[src/rtl/mem_stage_lsu_if.sv]
// ----------------------------------------------------------------------------
// mem_stage_lsu_if : data-memory request/response bus between LSU and memory
// Rev 1.0
// ----------------------------------------------------------------------------
`default_nettype none

interface mem_stage_lsu_if;
  logic        dmem_req_valid;
  logic        dmem_req_ready;
  logic        dmem_req_we;
  logic [31:0] dmem_req_addr;
  logic [31:0] dmem_req_wdata;
  logic [3:0]  dmem_req_wstrb;
  logic        dmem_resp_valid;
  logic        dmem_resp_err;
  logic [31:0] dmem_resp_rdata;

  modport master (
    output dmem_req_valid, dmem_req_we, dmem_req_addr, dmem_req_wdata, dmem_req_wstrb,
    input  dmem_req_ready, dmem_resp_valid, dmem_resp_err, dmem_resp_rdata
  );

  modport slave (
    input  dmem_req_valid, dmem_req_we, dmem_req_addr, dmem_req_wdata, dmem_req_wstrb,
    output dmem_req_ready, dmem_resp_valid, dmem_resp_err, dmem_resp_rdata
  );
endinterface

`default_nettype wire

[src/rtl/mem_stage_lsu.sv]
// ----------------------------------------------------------------------------
// mem_stage_lsu : memory-stage load/store unit (one bus transaction per access)
// Rev 1.0
// ----------------------------------------------------------------------------
`default_nettype none

module mem_stage_lsu #(
  parameter int TIMEOUT_CYCLES = 255
) (
  input  wire logic        clk,
  input  wire logic        reset_n,
  input  wire logic        valid_in,
  input  wire logic        mem_read_in,
  input  wire logic        mem_write_in,
  input  wire logic [2:0]  funct3_in,
  input  wire logic [31:0] addr_in,
  input  wire logic [31:0] wdata_in,
  input  wire logic        flush_in,
  mem_stage_lsu_if.master  dmem,
  output logic [31:0]      load_data_out,
  output logic             done_out,
  output logic             stall_out,
  output logic             misalign_out,
  output logic             bus_err_out,
  output logic [31:0]      fault_addr_out
);

  localparam int CNT_W = (TIMEOUT_CYCLES > 0) ? $clog2(TIMEOUT_CYCLES + 1) : 1;
  localparam logic [CNT_W-1:0] TO_LIMIT = CNT_W'(TIMEOUT_CYCLES);

  typedef enum logic [1:0] {
    S_IDLE = 2'd0,
    S_REQ  = 2'd1,
    S_RESP = 2'd2
  } state_e;

  state_e           state_q;
  logic             req_valid_q;
  logic             we_q;
  logic [31:0]      addr_q;
  logic [2:0]       funct3_q;
  logic [3:0]       wstrb_q;
  logic [31:0]      wdata_q;
  logic [CNT_W-1:0] cnt_q;
  logic             done_q;
  logic             bus_err_q;
  logic             misalign_q;
  logic [31:0]      load_data_q;
  logic [31:0]      fault_addr_q;

  logic        start;
  logic        aligned;
  logic        timeout_hit;
  logic [3:0]  wstrb_d;
  logic [31:0] wdata_d;
  logic [31:0] load_data_d;
  logic [7:0]  byte_sel;
  logic [15:0] half_sel;

  always_comb begin
    case (funct3_in[1:0])
      2'b00:   aligned = 1'b1;
      2'b01:   aligned = ~addr_in[0];
      default: aligned = (addr_in[1:0] == 2'b00);
    endcase
  end

  assign start     = (state_q == S_IDLE) & valid_in & (mem_read_in | mem_write_in) & ~flush_in;
  assign stall_out = (state_q != S_IDLE) | (start & aligned);

  always_comb begin
    wstrb_d = 4'b0000;
    wdata_d = 32'h0;
    if (mem_write_in) begin
      case (funct3_in[1:0])
        2'b00: begin
          wstrb_d = 4'b0001 << addr_in[1:0];
          wdata_d = {4{wdata_in[7:0]}};
        end
        2'b01: begin
          wstrb_d = 4'b0011 << addr_in[1:0];
          wdata_d = {2{wdata_in[15:0]}};
        end
        default: begin
          wstrb_d = 4'b1111;
          wdata_d = wdata_in;
        end
      endcase
    end
  end

  always_comb begin
    case (addr_q[1:0])
      2'd0:    byte_sel = dmem.dmem_resp_rdata[7:0];
      2'd1:    byte_sel = dmem.dmem_resp_rdata[15:8];
      2'd2:    byte_sel = dmem.dmem_resp_rdata[23:16];
      default: byte_sel = dmem.dmem_resp_rdata[31:24];
    endcase
    half_sel = addr_q[1] ? dmem.dmem_resp_rdata[31:16] : dmem.dmem_resp_rdata[15:0];
    load_data_d = 32'h0;
    if (!we_q) begin
      // funct3[2] set means unsigned, so it suppresses sign replication
      case (funct3_q[1:0])
        2'b00:   load_data_d = {{24{~funct3_q[2] & byte_sel[7]}}, byte_sel};
        2'b01:   load_data_d = {{16{~funct3_q[2] & half_sel[15]}}, half_sel};
        default: load_data_d = dmem.dmem_resp_rdata;
      endcase
    end
  end

  assign timeout_hit = (TIMEOUT_CYCLES != 0) && (cnt_q == TO_LIMIT);

  always_ff @(posedge clk or negedge reset_n) begin
    if (!reset_n) begin
      state_q      <= S_IDLE;
      req_valid_q  <= 1'b0;
      we_q         <= 1'b0;
      addr_q       <= 32'h0;
      funct3_q     <= 3'b000;
      wstrb_q      <= 4'b0000;
      wdata_q      <= 32'h0;
      cnt_q        <= '0;
      done_q       <= 1'b0;
      bus_err_q    <= 1'b0;
      misalign_q   <= 1'b0;
      load_data_q  <= 32'h0;
      fault_addr_q <= 32'h0;
    end else begin
      done_q     <= 1'b0;
      bus_err_q  <= 1'b0;
      misalign_q <= 1'b0;
      case (state_q)
        S_IDLE: begin
          if (start && aligned) begin
            addr_q      <= addr_in;
            we_q        <= mem_write_in;
            funct3_q    <= funct3_in;
            wstrb_q     <= wstrb_d;
            wdata_q     <= wdata_d;
            req_valid_q <= 1'b1;
            state_q     <= S_REQ;
          end else if (start) begin
            misalign_q   <= 1'b1;
            fault_addr_q <= addr_in;
          end
        end
        S_REQ: begin
          if (dmem.dmem_req_ready) begin
            req_valid_q <= 1'b0;
            cnt_q       <= '0;
            state_q     <= S_RESP;
          end
        end
        S_RESP: begin
          if (dmem.dmem_resp_valid && !dmem.dmem_resp_err) begin
            done_q      <= 1'b1;
            load_data_q <= load_data_d;
            state_q     <= S_IDLE;
          end else if (dmem.dmem_resp_valid || timeout_hit) begin
            bus_err_q    <= 1'b1;
            fault_addr_q <= addr_q;
            state_q      <= S_IDLE;
          end else if (cnt_q != {CNT_W{1'b1}}) begin
            cnt_q <= cnt_q + 1'b1;
          end
        end
        default: state_q <= S_IDLE;
      endcase
    end
  end

  assign dmem.dmem_req_valid = req_valid_q;
  assign dmem.dmem_req_we    = we_q;
  assign dmem.dmem_req_addr  = {addr_q[31:2], 2'b00};
  assign dmem.dmem_req_wdata = wdata_q;
  assign dmem.dmem_req_wstrb = wstrb_q;
  assign load_data_out       = load_data_q;
  assign done_out            = done_q;
  assign misalign_out        = misalign_q;
  assign bus_err_out         = bus_err_q;
  assign fault_addr_out      = fault_addr_q;

endmodule

`default_nettype wire

[src/flat_wrapper.sv]
// flat-port wrapper written by rule: the top's interface ports become plain ports
module mem_stage_lsu_flat 
#(
  parameter int TIMEOUT_CYCLES = 255
)
  (clk, reset_n, valid_in, mem_read_in, mem_write_in, funct3_in, addr_in, wdata_in, flush_in, load_data_out, done_out, stall_out, misalign_out, bus_err_out, fault_addr_out, dmem_dmem_req_valid, dmem_dmem_req_we, dmem_dmem_req_addr, dmem_dmem_req_wdata, dmem_dmem_req_wstrb, dmem_dmem_req_ready, dmem_dmem_resp_valid, dmem_dmem_resp_err, dmem_dmem_resp_rdata);
  mem_stage_lsu_if dmem_i ();
  input  wire logic clk;
  input  wire logic reset_n;
  input  wire logic valid_in;
  input  wire logic mem_read_in;
  input  wire logic mem_write_in;
  input  wire logic [2:0] funct3_in;
  input  wire logic [31:0] addr_in;
  input  wire logic [31:0] wdata_in;
  input  wire logic flush_in;
  output logic [31:0] load_data_out;
  output logic done_out;
  output logic stall_out;
  output logic misalign_out;
  output logic bus_err_out;
  output logic [31:0] fault_addr_out;
  output wire logic [$bits(dmem_i.dmem_req_valid)-1:0] dmem_dmem_req_valid;
  output wire logic [$bits(dmem_i.dmem_req_we)-1:0] dmem_dmem_req_we;
  output wire logic [$bits(dmem_i.dmem_req_addr)-1:0] dmem_dmem_req_addr;
  output wire logic [$bits(dmem_i.dmem_req_wdata)-1:0] dmem_dmem_req_wdata;
  output wire logic [$bits(dmem_i.dmem_req_wstrb)-1:0] dmem_dmem_req_wstrb;
  input wire logic [$bits(dmem_i.dmem_req_ready)-1:0] dmem_dmem_req_ready;
  input wire logic [$bits(dmem_i.dmem_resp_valid)-1:0] dmem_dmem_resp_valid;
  input wire logic [$bits(dmem_i.dmem_resp_err)-1:0] dmem_dmem_resp_err;
  input wire logic [$bits(dmem_i.dmem_resp_rdata)-1:0] dmem_dmem_resp_rdata;
  assign dmem_dmem_req_valid = dmem_i.dmem_req_valid;
  assign dmem_dmem_req_we = dmem_i.dmem_req_we;
  assign dmem_dmem_req_addr = dmem_i.dmem_req_addr;
  assign dmem_dmem_req_wdata = dmem_i.dmem_req_wdata;
  assign dmem_dmem_req_wstrb = dmem_i.dmem_req_wstrb;
  assign dmem_i.dmem_req_ready = dmem_dmem_req_ready;
  assign dmem_i.dmem_resp_valid = dmem_dmem_resp_valid;
  assign dmem_i.dmem_resp_err = dmem_dmem_resp_err;
  assign dmem_i.dmem_resp_rdata = dmem_dmem_resp_rdata;
  mem_stage_lsu #(.TIMEOUT_CYCLES(TIMEOUT_CYCLES)) u_core (.clk(clk), .reset_n(reset_n), .valid_in(valid_in), .mem_read_in(mem_read_in), .mem_write_in(mem_write_in), .funct3_in(funct3_in), .addr_in(addr_in), .wdata_in(wdata_in), .flush_in(flush_in), .dmem(dmem_i), .load_data_out(load_data_out), .done_out(done_out), .stall_out(stall_out), .misalign_out(misalign_out), .bus_err_out(bus_err_out), .fault_addr_out(fault_addr_out));
endmodule
[config.mk]
export PLATFORM = sky130hd
export DESIGN_NAME = mem_stage_lsu_flat
export DESIGN_NICKNAME = d
export VERILOG_FILES = /design/src/rtl/mem_stage_lsu_if.sv /design/src/rtl/mem_stage_lsu.sv /design/src/flat_wrapper.sv
export SDC_FILE = /design/constraint.sdc
export NUM_CORES = 1
export LEC_CHECK = 0
export CAP_MARGIN = 20
export CORE_MARGIN = 3
export CORE_UTILIZATION = 47
export CTS_CLUSTER_DIAMETER = 40
export DETAILED_ROUTE_END_ITERATION = 10
export PLACE_DENSITY = 0.9
export SETUP_SLACK_MARGIN = 0.3
export SYNTH_ARGS = -nofsm -noshare
export SYNTH_HDL_FRONTEND = slang
export SYNTH_SLANG_ARGS = --single-unit
[constraint.sdc]
create_clock -name clk -period 2 [get_ports clk]
set_input_delay 0.4 -clock clk [delete_from_list [all_inputs] [get_ports clk]]
set_output_delay 0.4 -clock clk [all_outputs]
set_load 0.01 [all_outputs]
==> impl_metrics.env, run 1 <==
export IMPL_io_buffers=243
export IMPL_post_synth_top_area_cell="dfrtp_1"
export IMPL_crit_path_max_fanout=2
export IMPL_drv_max_cap_violation_count=0
export IMPL_core_rowCount=45
export IMPL_dieHeight_um=133
export IMPL_cp_arrival_ns=1.59
export IMPL_pin_count=246
export IMPL_hold_path_class="reg -> reg"
export IMPL_synth_edff_count=0
export IMPL_final_fill_count=1066
export IMPL_grt_pass1_wl_um=37900
export IMPL_final_cells=1215
export IMPL_asyncSetResetFlopFracSynth_pct=100
export IMPL_power_ir_vdd_worst_v=0.000669
export IMPL_syn_area_per_cell_sq_um=10.5
export IMPL_cell_count_after_placement=1146
export IMPL_die_area_sq_um=17800
export IMPL_overall_global_routing_usage_pct=27.1
export IMPL_timing_max_slew_rel_slack_pct=67.0
export IMPL_hold_violations=0
export IMPL_post_dp_hpwl_um=16400
export IMPL_synth_distinct_cells=57
export IMPL_placed_cell_area_sq_um=10300
export IMPL_timing_max_transition_violations_final=0
export IMPL_max_clock_path_buffers=2
export IMPL_timing_worst_setup_path_type="in -> out"
export IMPL_layout_cells_most_common="nand2_1"
export IMPL_path_clk_slew_ns=0.06
export IMPL_initial_core_util_pct=49.0
export IMPL_tritoncts_num_buffers=17
export IMPL_wl_per_cell_um=21.5
export IMPL_grt_max_degree=51
export IMPL_crit_share_post_route_pct=99.3
export IMPL_clock_fmax_mhz=503
export IMPL_final_seq_area_sq_um=3760
export IMPL_vias_per_cell=5.71
export IMPL_first_global_vias=7005
export IMPL_syn_cell_area_sq_um=7610
export IMPL_areaGrowthSynthToFinish_pct=51.8
export IMPL_area_of_all_placed_cells_without_fillers_sq_um=11600
export IMPL_detail_route_antenna_nets=0
export IMPL_nets=1099
export IMPL_ctsHtreeMaxLevel=4
export IMPL_die_w_um=133
export IMPL_cp_end_kind="output port"
export IMPL_yosysSeqAreaShare_pct=49.3
export IMPL_fin_total_pwr_mw=13.4
export IMPL_synth_area_top_cells="dfrtp_1 (49%), nand2_1 (8.8%), mux2_4 (5.9%)"
export IMPL_syn_instance_count=724
export IMPL_multi_input_area_sq_um=3690
export IMPL_status="finished clean"
export IMPL_yosys_warnings=0
export IMPL_p_per_area_nw_per_um2=1160
export IMPL_drc=0
export IMPL_ys_seq_elements=150
export IMPL_most_common_layout_cells="nand2_1 (175), dfrtp_1 (145), dlygate4sd2_1 (135), clkdlybuf4s50_1 (103), buf_4 (54)"
export IMPL_grt_setup_unrepaired="yes"
export IMPL_clk_latency_ns=0.42
export IMPL_fin_setup_tns_ns=0
export IMPL_synth_ff_type="dfrtp_1"
export IMPL_fin_skew_ns=0.00798
export IMPL_drt_first_iter_violations=595
export IMPL_core_area_sq_um=15500
export IMPL_number_of_setup_violations_in_the_final_report=0
export IMPL_clock_root_buffer="clkbuf_16"
export IMPL_antenna_found_initial=1
export IMPL_share_of_layout_cells_above_drive_strength_1_pct=22.7
export IMPL_power_static_leakage_nw=5.58
export IMPL_clock_sink_count=150
export IMPL_cp_required_ns=1.60
export IMPL_cp_launch_type="primary input"
export IMPL_timing_worst_slew_pin_value_ns=0.490
export IMPL_post_route_min_period_ns=1.99
export IMPL_dr_pass1_iters=6
export IMPL_finalWirelength_um=26100
export IMPL_netlist_area_leader_share_pct=49.3
export IMPL_dr_vias=6939
export IMPL_grt_remaining_overflow=0
export IMPL_routability_cong=0.881
export IMPL_tritoncts="done"
[final timing paths]
kind / from / depth (start not counted) / slack [ns] / endpoint
min in group asynchronous: reset_n / 2 / 0.50 / u_core.fault_addr_out[23]
worst min register to register: u_core.dmem.dmem_req_wstrb[1] / 2 / 0.47 / u_core.dmem.dmem_req_wstrb[1]
max in group asynchronous: reset_n / 3 / 0.90 / u_core.load_data_out[16]
worst min-delay path: u_core.dmem.dmem_req_wstrb[1] / 2 / 0.47 / u_core.dmem.dmem_req_wstrb[1]
worst max-delay path: valid_in / 6 / 0.01 / stall_out
worst max register to register: u_core.state_q[1] / 6 / 0.04 / u_core.fault_addr_out[8]
[cells in the mapped netlist, types with 16 or more instances]
cell      instances
o21ai_0          53
nand2_1         179
o31ai_1          18
buf_4            33
dfrtp_1         150
mux2i_1          41
nor2b_1          16
buf_2            16
clkbuf_1         22
mux2_2           25
mux2_4           30
a221o_1          16
[sequential cells by signal, summed over array words and instances, names as in the netlist, 2 cells and up]
| name | flops |
|---|---|
| u_core.addr_q | 32 |
| u_core.cnt_q | 8 |
| u_core.dmem.dmem_req_wdata | 32 |
| u_core.dmem.dmem_req_wstrb | 4 |
| u_core.fault_addr_out | 32 |
| u_core.funct3_q | 3 |
| u_core.load_data_out | 32 |
| u_core.state_q | 2 |
[metrics by stage]
stage	setup slack, ns	hold slack [ns]	util (%)
floorplan	0.229	0.104	-
global placement	-0.433	0.378	66.1
detailed placement	-0.444	0.381	66.1
CTS	0.0202	0.479	71.0
global route	-0.0615	0.490	74.4
finish	0.0136	0.472	74.4
[timing repair]
| action | CTS | global route |
|---|---|---|
| endpoints found under the setup margin | 258 | 140 |
| hold endpoints to repair | 45 | 0 |
| gates resized for setup | 171 | 63 |
| setup buffers | 10 | 13 |
| pin swaps | 5 | 8 |
| hold buffers | 1 | 0 |
| cloned | 4 | 8 |
[routing by layer]
metal  up-vias  wire, um  global-route usage [%]
met5         -         0                       0
met2       376     13200                    46.2
li1       3032         -                       -
met3        88      2320                    7.63
met1      3443      9480                    31.6
met4         0      1160                    12.7
[where the power goes]
part | total (mW) | internal (mW) | switching, mW | leakage (nW)
Sequential | 4.90 | 4.12 | 0.782 | 1.88
Clock | 3.22 | 1.91 | 1.31 | 0.283
Combinational | 5.26 | 2.82 | 2.44 | 3.42
Total | 13.4 | 8.85 | 4.53 | 5.58
[final cells by class]
cell class | count | share of cell area [%]
antenna | 1 | 0.0216
clock buffer | 21 | 3.98
clock inverter | 11 | 1.08
inverter | 7 | 0.227
multi-input combinational | 489 | 32.0
sequential | 150 | 32.5
tap | 211 | 2.28
timing repair buffer | 325 | 27.9
[cell families after synthesis]
| logic type | after synthesis | synth area share, % |
|---|---|---|
| and+or+nand+nor | 254 | 15.5 |
| DFF | 150 | 49.3 |
| AOI/OAI and AO/OA | 124 | 11.5 |
| muxes | 107 | 16.6 |
| buffers and inverters | 87 | 6.84 |
| adders and majority gates | 1 | 0.164 |
| other | 1 | 0.0493 |
[worst max-delay path, stage by stage]
cell and delay (ns):
clkdlybuf4s50_1 0.50, nor4b_4 0.24, buf_4 0.17, o221ai_4 0.09
nand2_2 0.09, buf_6 0.10
Power figures use the tool's default switching activity.
==> inputs of run 2 (changes only) <==
--- a/config.mk
+++ b/config.mk
@@ -7,10 +7,11 @@
 export LEC_CHECK = 0
 export CAP_MARGIN = 20
 export CORE_MARGIN = 3
-export CORE_UTILIZATION = 47
+export CORE_UTILIZATION = 42
 export CTS_CLUSTER_DIAMETER = 40
+export CTS_CLUSTER_SIZE = 14
 export DETAILED_ROUTE_END_ITERATION = 10
-export PLACE_DENSITY = 0.9
+export PLACE_DENSITY = 0.86
 export SETUP_SLACK_MARGIN = 0.3
 export SYNTH_ARGS = -nofsm -noshare
 export SYNTH_HDL_FRONTEND = slang
==> constraint.sdc (replaced) <==
create_clock -name clk -period 1.8 [get_ports clk]
set_input_delay 0.36 -clock clk [delete_from_list [all_inputs] [get_ports clk]]
set_output_delay 0.36 -clock clk [all_outputs]
set_load 0.01 [all_outputs]
==> run 2 against run 1 <==
Non-clock buffer count is 28 higher; via count is 0.23% higher; clock-buffer cell count is 1 higher; power is 16% higher; setup slack worse by 0.14 ns; final cell count is 3.6% higher; global-route usage is 3.1 points lower; highest routed layer unchanged; the flow now finishes with violations (setup timing); worst hold slack worse by 0.027 ns; clock power is 15% higher; utilization is 5.5 points lower.
==> impl_metrics.env, run 2 (synthesized netlist as in run 1, its figures left out) <==
export IMPL_dr_pass1_iters=5
export IMPL_hold_violations=0
export IMPL_first_global_vias=6783
export IMPL_grt_remaining_overflow=0
export IMPL_post_route_min_period_ns=1.93
export IMPL_timing_worst_setup_path_type="in -> reg"
export IMPL_worst_case_reg_to_reg_path_depth=6
export IMPL_tritoncts_num_buffers=17
export IMPL_crit_share_post_route_pct=107
export IMPL_fin_setup_tns_ns=-5.43
export IMPL_overall_global_routing_usage_pct=24.0
export IMPL_cp_required_ns=2.10
export IMPL_vias_per_cell=5.52
export IMPL_dieHeight_um=141
export IMPL_io_buffers=243
export IMPL_setup_slack_ns=-0.127
export IMPL_die_w_um=141
export IMPL_areaGrowthSynthToFinish_pct=58.7
export IMPL_routability_cong=0.866
export IMPL_wl_per_cell_um=20.7
export IMPL_area_of_all_placed_cells_without_fillers_sq_um=12100
export IMPL_drt_first_iter_violations=521
export IMPL_power_sequential_fraction_pct=34.9
export IMPL_layout_cells_most_common="nand2_1"
export IMPL_grt_max_degree=47
export IMPL_die_area_sq_um=19800
export IMPL_power_share_switching_pct=33.2
export IMPL_power_ir_vdd_worst_v=0.00118
export IMPL_crit_path_max_fanout=10
export IMPL_cp_launch_type="primary input"
export IMPL_nets=1127
export IMPL_pwr_share_comb_pct=41.2
export IMPL_drv_max_cap_violation_count=0
export IMPL_share_of_layout_cells_above_drive_strength_1_pct=27.5
export IMPL_detail_route_antenna_nets=0
export IMPL_tritoncts="done"
export IMPL_grt_setup_unrepaired="yes"
export IMPL_clock_fmax_mhz=519
export IMPL_dr_vias=6955
export IMPL_clock_root_buffer="clkbuf_16"
export IMPL_max_clock_path_buffers=2
export IMPL_share_clk_of_total_power_pct=23.9
export IMPL_most_common_layout_cells="nand2_1 (173), dfrtp_1 (143), clkdlybuf4s50_1 (105), dlygate4sd2_1 (91), buf_4 (70)"
export IMPL_cp_end_kind="flip-flop"
export IMPL_p_per_area_nw_per_um2=1290
export IMPL_switchingPower_mw=5.16
export IMPL_placed_cell_area_sq_um=10500
export IMPL_power_static_leakage_nw=5.72
export IMPL_initial_core_util_pct=43.4
export IMPL_timing_max_transition_violations_final=0
export IMPL_post_dp_hpwl_um=16400
export IMPL_p_int_mw=10.4
export IMPL_antenna_found_initial=3
export IMPL_number_of_setup_violations_in_the_final_report=70
export IMPL_pin_count=246
export IMPL_failing_checks="setup timing"
export IMPL_clk_latency_ns=0.42
export IMPL_core_rowCount=48
export IMPL_core_area_sq_um=17500
export IMPL_drc=0
export IMPL_hold_path_class="in -> async"
export IMPL_fin_total_pwr_mw=15.5
export IMPL_ctsHtreeMaxLevel=4
export IMPL_fin_skew_ns=0.0112
export IMPL_cp_arrival_ns=2.23
export IMPL_clock_sink_count=150
export IMPL_status="complete, but fails checks"
export IMPL_finalWirelength_um=26100
export IMPL_grt_pass1_wl_um=37300
export IMPL_path_clk_slew_ns=0.06
==> run 2: changes by cell type in the layout (fill, tap and decap cells not counted), sizes merged <==
cell           previous run  this run
buf                      76       108
bufbuf                    1         0
bufinv                    2         3
clkbuf                   27        26
clkdlybuf4s15             0        44
clkdlybuf4s50           103       105
clkinv                    7         5
diode                     1         3
dlygate4sd2             135        91
dlymetal6s2s              3         0
==> run 2: per-stage QoR <==
step | hold WS, ns | worst slack [ns] | instances | utilization, %
global route | 0.472 | -0.222 | 1259 | 68.9
CTS | 0.442 | -0.142 | 1222 | 64.7
detailed placement | 0.320 | -0.617 | 1171 | 59.8
floorplan | 0.0644 | 0.0289 | 725 | -
finish | 0.445 | -0.127 | 1259 | 68.9
global placement | 0.315 | -0.573 | 1171 | 59.8
==> run 2: routing by layer <==
| metal | up-vias | track usage [%] | share of wire, % | routed length (um) |
|---|---|---|---|---|
| met5 | - | 0 | 0 | 0 |
| met4 | 0 | 8.36 | 3.6 | 932 |
| met3 | 73 | 6.17 | 6.6 | 1720 |
| met2 | 336 | 40.6 | 50 | 13100 |
| met1 | 3435 | 29.9 | 39 | 10300 |
| li1 | 3111 | - | - | - |
==> run 2: power by group through the flow <==
| stage | Combinational, mW | Clock, mW | Sequential (mW) |
|---|---|---|---|
| finish | 6.40 | 3.71 | 5.43 |
| global route | 6.78 | 3.93 | 5.56 |
| CTS | 5.78 | 3.79 | 5.40 |
| detailed placement | 6.16 | 0 | 5.45 |
| global placement | 6.01 | 0 | 5.42 |
| floorplan | 2.75 | 0 | 5.70 |
==> run 2: area by class of cell <==
type | count | area (sq um)
well taps | 225 | 282
flip-flops and latches | 150 | 3760
multi-input cells | 489 | 3930
diodes | 3 | 7.51
clock buffers | 22 | 464
clock inverters | 10 | 145
fillers | 1249 | 5450
inverters | 7 | 26.3
repair buffers | 353 | 3470
==> run 2: worst max-delay path, cell delays in order <==
cell and delay [ns]:
clkdlybuf4s50_1 0.45, nor4b_4 0.31, buf_4 0.16, nor4b_4 0.22, o21a_4 0.23, buf_12 0.17, mux2_4 0.31
==> run 2: timing repair <==
action | 4_1_cts | 5_1_grt
setup endpoints to repair | 282 | 194
setup buffers | 17 | 27
pin swaps | 18 | 30
hold endpoints to repair | 39 | 0
gates resized for setup | 205 | 119
hold buffers | 1 | 0
gates cloned | 1 | 7
==> run 2: path summary, 6_finish.rpt <==
path / from / endpoint / slack (ns)
worst min-delay path: reset_n / u_core.fault_addr_out[7] / 0.45
worst max-delay path: flush_in / u_core.fault_addr_out[9] / -0.13
min in group clk: u_core.dmem.dmem_req_wdata[5] / u_core.dmem.dmem_req_wdata[5] / 0.47
worst min register to register: u_core.dmem.dmem_req_wdata[5] / u_core.dmem.dmem_req_wdata[5] / 0.47
worst max register to register: u_core.state_q[1] / u_core.fault_addr_out[9] / -0.12
max in group asynchronous: reset_n / u_core.load_data_out[2] / 0.72
